`src/rtl/tdm_demux_pkg.sv`:
```
// rtl/tdm_demux_pkg.sv - shared state enum and default sizing for the TDM demultiplexer
package tdm_demux_pkg;

  typedef enum logic {
    FILL = 1'b0,
    HOLD = 1'b1
  } tdm_state_e;

  localparam int TDM_N_CH_DEF = 4;
  localparam int TDM_W_DEF    = 8;

endpackage

```
`src/rtl/tdm_frame_hold.sv`:
```
// rtl/tdm_frame_hold.sv - registered frame output stage with valid/ready hold
module tdm_frame_hold #(
  parameter int FW = 32
) (
  input  logic          clk,
  input  logic          rst_n,
  input  logic          load_i,
  input  logic [FW-1:0] frame_i,
  input  logic          out_ready_i,
  output logic          out_valid_o,
  output logic [FW-1:0] out_data_o
);

  logic          valid_q, valid_d;
  logic [FW-1:0] data_q, data_d;

  // A load never collides with an un-acknowledged frame: the demux stalls the last slot.
  always_comb begin
    valid_d = valid_q;
    data_d  = data_q;
    if (load_i) begin
      valid_d = 1'b1;
      data_d  = frame_i;
    end else if (out_ready_i) begin
      valid_d = 1'b0;
    end
  end

  always_ff @(posedge clk or negedge rst_n) begin
    if (!rst_n) begin
      valid_q <= 1'b0;
      data_q  <= '0;
    end else begin
      valid_q <= valid_d;
      data_q  <= data_d;
    end
  end

  assign out_valid_o = valid_q;
  assign out_data_o  = data_q;

endmodule

```
`src/rtl/tdm_demux.sv`:
```
// rtl/tdm_demux.sv - TDM slot demultiplexer presenting whole frames in parallel
// Optional SOF resynchronisation enabled by defining TDM_DEMUX_SOF_EN.
module tdm_demux
  import tdm_demux_pkg::*;
#(
  parameter int N_CH = TDM_N_CH_DEF,
  parameter int W    = TDM_W_DEF
) (
  input  logic            clk,
  input  logic            rst_n,
  input  logic            in_valid,
  output logic            in_ready,
  input  logic [W-1:0]    in_data,
  input  logic            in_sof,
  output logic            out_valid,
  input  logic            out_ready,
  output logic [N_CH*W-1:0] out_data,
  output logic            err_sync
);

  localparam int SW = $clog2(N_CH);
  localparam logic [SW-1:0] LAST_SLOT = SW'(N_CH - 1);

  tdm_state_e              state_q, state_d;
  logic [SW-1:0]           slot_q, slot_d;
  logic [N_CH-2:0][W-1:0]  fill_q, fill_d;
  logic                    err_q, err_d;
  logic                    last_slot, out_blocked, accept, resync, load;

`ifdef TDM_DEMUX_SOF_EN
  assign resync = accept & in_sof & (slot_q != '0);
`else
  logic unused_sof;
  assign unused_sof = in_sof;
  assign resync     = 1'b0;
`endif

  always_comb begin
    last_slot   = (slot_q == LAST_SLOT);
    out_blocked = out_valid & ~out_ready;
    in_ready    = (state_q == HOLD) ? out_ready : ~(last_slot & out_blocked);
    accept      = in_valid & in_ready;
    load        = accept & last_slot & ~resync;

    state_d = state_q;
    slot_d  = slot_q;
    fill_d  = fill_q;
    err_d   = resync;

    case (state_q)
      FILL:    if (last_slot && out_blocked) state_d = HOLD;
      HOLD:    if (out_ready) state_d = FILL;
      default: state_d = FILL;
    endcase

    // An early SOF restarts the frame with this beat as slot 0.
    if (resync) begin
      fill_d[0] = in_data;
      slot_d    = SW'(1);
    end else if (accept) begin
      if (last_slot) begin
        slot_d = '0;
      end else begin
        for (int k = 0; k < N_CH - 1; k++) begin
          if (slot_q == SW'(k)) fill_d[k] = in_data;
        end
        slot_d = slot_q + SW'(1);
      end
    end
  end

  always_ff @(posedge clk or negedge rst_n) begin
    if (!rst_n) begin
      state_q <= FILL;
      slot_q  <= '0;
      fill_q  <= '0;
      err_q   <= 1'b0;
    end else begin
      state_q <= state_d;
      slot_q  <= slot_d;
      fill_q  <= fill_d;
      err_q   <= err_d;
    end
  end

  assign err_sync = err_q;

  tdm_frame_hold #(
    .FW(N_CH * W)
  ) u_frame_hold (
    .clk        (clk),
    .rst_n      (rst_n),
    .load_i     (load),
    .frame_i    ({in_data, fill_q}),
    .out_ready_i(out_ready),
    .out_valid_o(out_valid),
    .out_data_o (out_data)
  );

endmodule
```
`config.mk`:
```
export PLATFORM = sky130hd
export DESIGN_NAME = tdm_demux
export DESIGN_NICKNAME = d
export VERILOG_FILES = /design/src/rtl/tdm_demux_pkg.sv /design/src/rtl/tdm_frame_hold.sv /design/src/rtl/tdm_demux.sv
export SDC_FILE = /design/constraint.sdc
export NUM_CORES = 1
export LEC_CHECK = 0
export BUFFER_PORTS_ARGS = -buffer_cell sky130_fd_sc_hd__buf_2
export CORE_MARGIN = 2
export CORE_UTILIZATION = 40
export CTS_BUF_LIST = sky130_fd_sc_hd__clkbuf_2 sky130_fd_sc_hd__clkbuf_4 sky130_fd_sc_hd__clkbuf_8
export CTS_CLUSTER_DIAMETER = 80
export DETAILED_ROUTE_END_ITERATION = 10
export PLACE_DENSITY = 0.63
export RECOVER_POWER = 50
export SYNTH_ARGS = -nofsm -noshare
export SYNTH_HDL_FRONTEND = slang
export SYNTH_SLANG_ARGS = --single-unit
```
`constraint.sdc`:
```
create_clock -name clk -period 3.1 [get_ports clk]
set_input_delay 0.62 -clock clk [delete_from_list [all_inputs] [get_ports clk]]
set_output_delay 0.62 -clock clk [all_outputs]
set_load 0.1 [all_outputs]
```
=== Word-level counts from Yosys, hierarchy flattened ===
Index checks and enable logic that the tools add are counted.

* Bits in registers: 60
* Output and inout bits: 35
* Logic and storage cells: 32

* Add/sub/neg operators: 1
* Eq/ne operators: 3
* Mux-type cells: 7
* Bitwise operators: 8
* Reductions and logical operators: 6

{| class="wikitable"
|+ Operators with widths
! kind !! number
|-
| AND reduction 3 bit || 3
|-
| 2-to-1 mux 1 bit || 5
|-
| bitwise AND 1 bit || 4
|-
| equality test 2 bit, second input constant || 2
|-
| inverter 1 bit || 4
|-
| adder 2 x 1 -> 2 bit, second input constant || 1
|-
| equality test 2 x 1 -> 1 bit, second input constant || 1
|-
| zero test 2 bit || 1
|-
| 2-to-1 mux 2 bit || 1
|-
| case mux 1 bit (2 select lines) || 1
|-
| nonzero test 2 bit || 1
|-
| logical AND 1 bit || 1
|}

=== Depth between registers and ports, before layout ===
* Depth after elaboration: 8
* Depth in mapped cells: 4

=== Cells and area by module ===
Synthesis repeated with hierarchy kept, for this count alone.

* Cells, all modules: 143
* Area total of the unflattened synthesis: 2,496.1 um2

{| class="wikitable"
|+ By module, submodules not included
! module !! times used !! cells an instance !! area each (um2) !! seq. area each (um2)
|-
| tdm_frame_hold || 1 || 71 || 1,377.6 || 825.8
|-
| tdm_demux || 1 || 72 || 1,118.6 || 675.6
|}

=== Worst setup path before layout ===
OpenSTA, ideal clock, no wires.

* Path kind: register -> output
* Start point: register u_frame_hold.valid_q, in the netlist u_frame_hold.out_valid_o
* End point: output port in_ready
* Data arrival time: 1.696 ns
* Required time: 2.480 ns
* Setup slack: 0.784 ns
* Cell stages (with the launch flop): 4
* Path buffers: 0
* Path through: dfrtp_1 > a21oi_1 > nor2_1 > inv_1

* Longest elaborated chain between the ends: 4

{| class="wikitable"
|+ RTL lines
! element !! RTL line !! RTL
|-
| start, declared || tdm_frame_hold.sv:14 || <nowiki>logic valid_q, valid_d;</nowiki>
|-
| start signal, assigned || tdm_frame_hold.sv:34 || <nowiki>valid_q <= valid_d;</nowiki>
|-
| bitwise AND 1 bit || tdm_demux.sv:40 || <nowiki>out_blocked = out_valid & ~out_ready;</nowiki>
|-
| bitwise AND 1 bit || tdm_demux.sv:41 || <nowiki>in_ready = (state_q == HOLD) ? out_ready : ~(last_slot & out_blocked);</nowiki>
|-
| inverter 1 bit || tdm_demux.sv:41 ||
|-
| 2-to-1 mux 1 bit || tdm_demux.sv:41 ||
|-
| end, declared || tdm_demux.sv:12 || <nowiki>output logic in_ready,</nowiki>
|}

Every way passes these cells.

=== Worst setup path in the final report ===
* Start point: register slot_q[0]
* End point: output port in_ready

* Longest elaborated chain between the ends: 4

{| class="wikitable"
|+ RTL lines
! element !! RTL line !! RTL
|-
| start, declared || tdm_demux.sv:25 || <nowiki>logic [SW-1:0] slot_q, slot_d;</nowiki>
|-
| start signal, assigned || tdm_demux.sv:80 || <nowiki>slot_q <= slot_d;</nowiki>
|-
| equality test 2 bit || tdm_demux.sv:39 || <nowiki>last_slot = (slot_q == LAST_SLOT);</nowiki>
|-
| bitwise AND 1 bit || tdm_demux.sv:41 ||
|-
| inverter 1 bit || tdm_demux.sv:41 ||
|-
| 2-to-1 mux 1 bit || tdm_demux.sv:41 ||
|}

Every way passes these cells.

==> impl_metrics.ini <==
[floorplan]
start_util = 0.4215
core_area_um2 = 5574
row_count = 27
die_y_um = 80.65
pin_count = 48
die_w_um = 80.65
die_area_um2 = 6504

[worst_hold_path]
holdPathEnd = u_frame_hold.out_data_o[10]
hold_depth = 1
hold_class = register to register
min_from = u_frame_hold.out_data_o[10]

[timing]
fin_tns_setup_ps = 0
layout_min_cycle_time_ps = 2358
hold_viol_final = 0
fmax_mhz = 424.1
worstMarginPinSlew_ps = 1431
post-route-period-util = 0.7607
slew_viol_final = 0
clock_skew_ps = 5.717
setup_violations = 0
relSlewSlack = 0.04621
grt_setup_unrepaired = false

[worst_setup_path]
critPathCaptureType = output port
rr_endpoint = u_frame_hold.out_data_o[29]
crit_start = slot_q[0]
crit_arrival_ps = 1740
slowest_delay_ps = 430
rr_startpoint = u_frame_hold.out_valid_o
cp_cell_sequence = ha_1 -> a21oi_1 -> nor2_1 -> inv_1 -> buf_2
path_class = register to output port
critPathTopFamily = buffers and inverters
cp.required_ps = 2480
crit_buf_inv = 2
start_kind = register
worstPathMaxFanout = 5
slowest_stage = dfrtp_1
r2r_cells = 4
reg2reg_setup_slack_ps = 850

[grt]
grt_max_degree = 61
grt_pass1_wl_mm = 6.665
antenna_found_initial = 0
grt_pass1_vias = 1385
grt_use_total = 0.1400
grt_overflow = 0

[route]
firstDrtPassIters = 2
routed_wl_mm = 3.942
ant_nets = 0
via_count = 1322
drt-vias-per-instance = 4.825
wl_per_cell_um = 14.39
drc = 0
drt-initial-drc-count = 52

[placement]
dp_cells = 258
routabilityCongestion = 0.6419
place_area_um2 = 2648
port_buffers = 45

[final_layout]
final_cell_mix = 60 x dfrtp_1, 58 x mux2_2, 42 x buf_2, 10 x clkbuf_8
fin_cells = 274
final_area_um2 = 2848
layout_commonest_cell = dfrtp_1
post-route-util = 0.5109
n_antenna_cell = 0
nets = 214
drive_gt1_frac = 0.6040
area_growth_pct = 21.19

[clocking]
worstSkewPairLatency_ps = 320
cts_setup_buffers = 0
tritoncts = done
cts_max_level = 3
cts-root-buf = clkbuf_8
cts_made_buffers = 9
cts_resized = 0
cts.clk_slew.worst_paths_ps = 60
cts_buffer_depth = 2
ctsHoldBuffers = 0
cts_sinks = 60

[yosys]
ys_ff_latch = 60
netlist_area_um2 = 2350
ys_types = 14
synth_area_per_cell_um2 = 16.43
synth_fp_nets = 160
synth_cells = 143
synth_warnings = 0
seq_area_frac_synth = 0.6390

[run]
max_cap_violations = 0

[outcome]
status = completed
## Yosys cell counts, drive strengths merged
master | instances | area [um2]
conb | 1 | 3.750
inv | 4 | 15.01
nand3 | 3 | 30.03
and2b | 1 | 8.760
a21oi | 1 | 5.000
ha | 4 | 50.05
o211ai | 1 | 12.51
or2b | 1 | 7.510
o21ai | 2 | 10.01
nor2 | 3 | 11.26
mux2 | 58 | 653.1
buf | 4 | 41.29
dfrtp | 60 | 1501
## kinds of logic (layout without fill, tap and decap cells)
family / Yosys count / count (layout) / share of synthesized area
AO/OA/AOI/OAI: 4 / 4 / 0.01171
multiplexers: 58 / 58 / 0.2780
adder cells (fa/ha/maj): 4 / 4 / 0.02130
AND/OR/NAND/NOR: 8 / 8 / 0.02450
other: 1 / 1 / 0.001596
buffers and inverters: 8 / 67 / 0.02396
flip-flops: 60 / 60 / 0.6390
## state kept, by name, summed over array words and instances (netlist names)
name and cells:
u_frame_hold.out_data_o 32, fill_q 24, slot_q 2, state_q 1
u_frame_hold.out_valid_o 1
## metrics by stage
| stage | hold WS [ps] | setup WS [ps] |
|---|---|---|
| after floorplan | 324.4 | 783.7 |
| after global placement | 481.5 | 1039 |
| after detailed placement | 488.5 | 1000 |
| after CTS | 464.4 | 703.1 |
| after global routing | 514.9 | 636.8 |
| final | 498.6 | 742.0 |
## layout make-up
class                   count  area (um2)
fillers                   505        2726
flip-flops and latches     60        1501
multi-input cells          75       787.0
repair buffers             47       234.0
clock buffers              11       145.1
well taps                  72       90.09
clock inverters             5       75.07
inverters                   4       15.01
## worst max path at each step
stage	cells after the start	endpoint	slack, ps
floorplan	3	in_ready	780
global placement	4	u_frame_hold.out_data_o[2]	1040
detailed placement	4	u_frame_hold.out_data_o[29]	1000
CTS	5	in_ready	700
global route	5	in_ready	640
finish	5	in_ready	740
## per-layer routing
metal,wire length (um),vias up,GRT usage,share of wire
li1,-,610,-,-
met1,1750,663,0.1793,0.44
met2,1875,40,0.2142,0.48
met3,234,9,0.03596,0.059
met4,81,0,0.08136,0.021
met5,0,-,0,0
## worst reg2reg max path: cells and delay by family, from the launching register on
family	cells	cell delay, ps
AOI/OAI and AO/OA	1	840
buffers and inverters	1	450
DFF	1	390
muxes	1	390
and+or+nand+nor	1	60
Power is left out: the tool's default activity adds up to more than one toggle a clock period on the data nets, which glitch-free logic cannot reach.
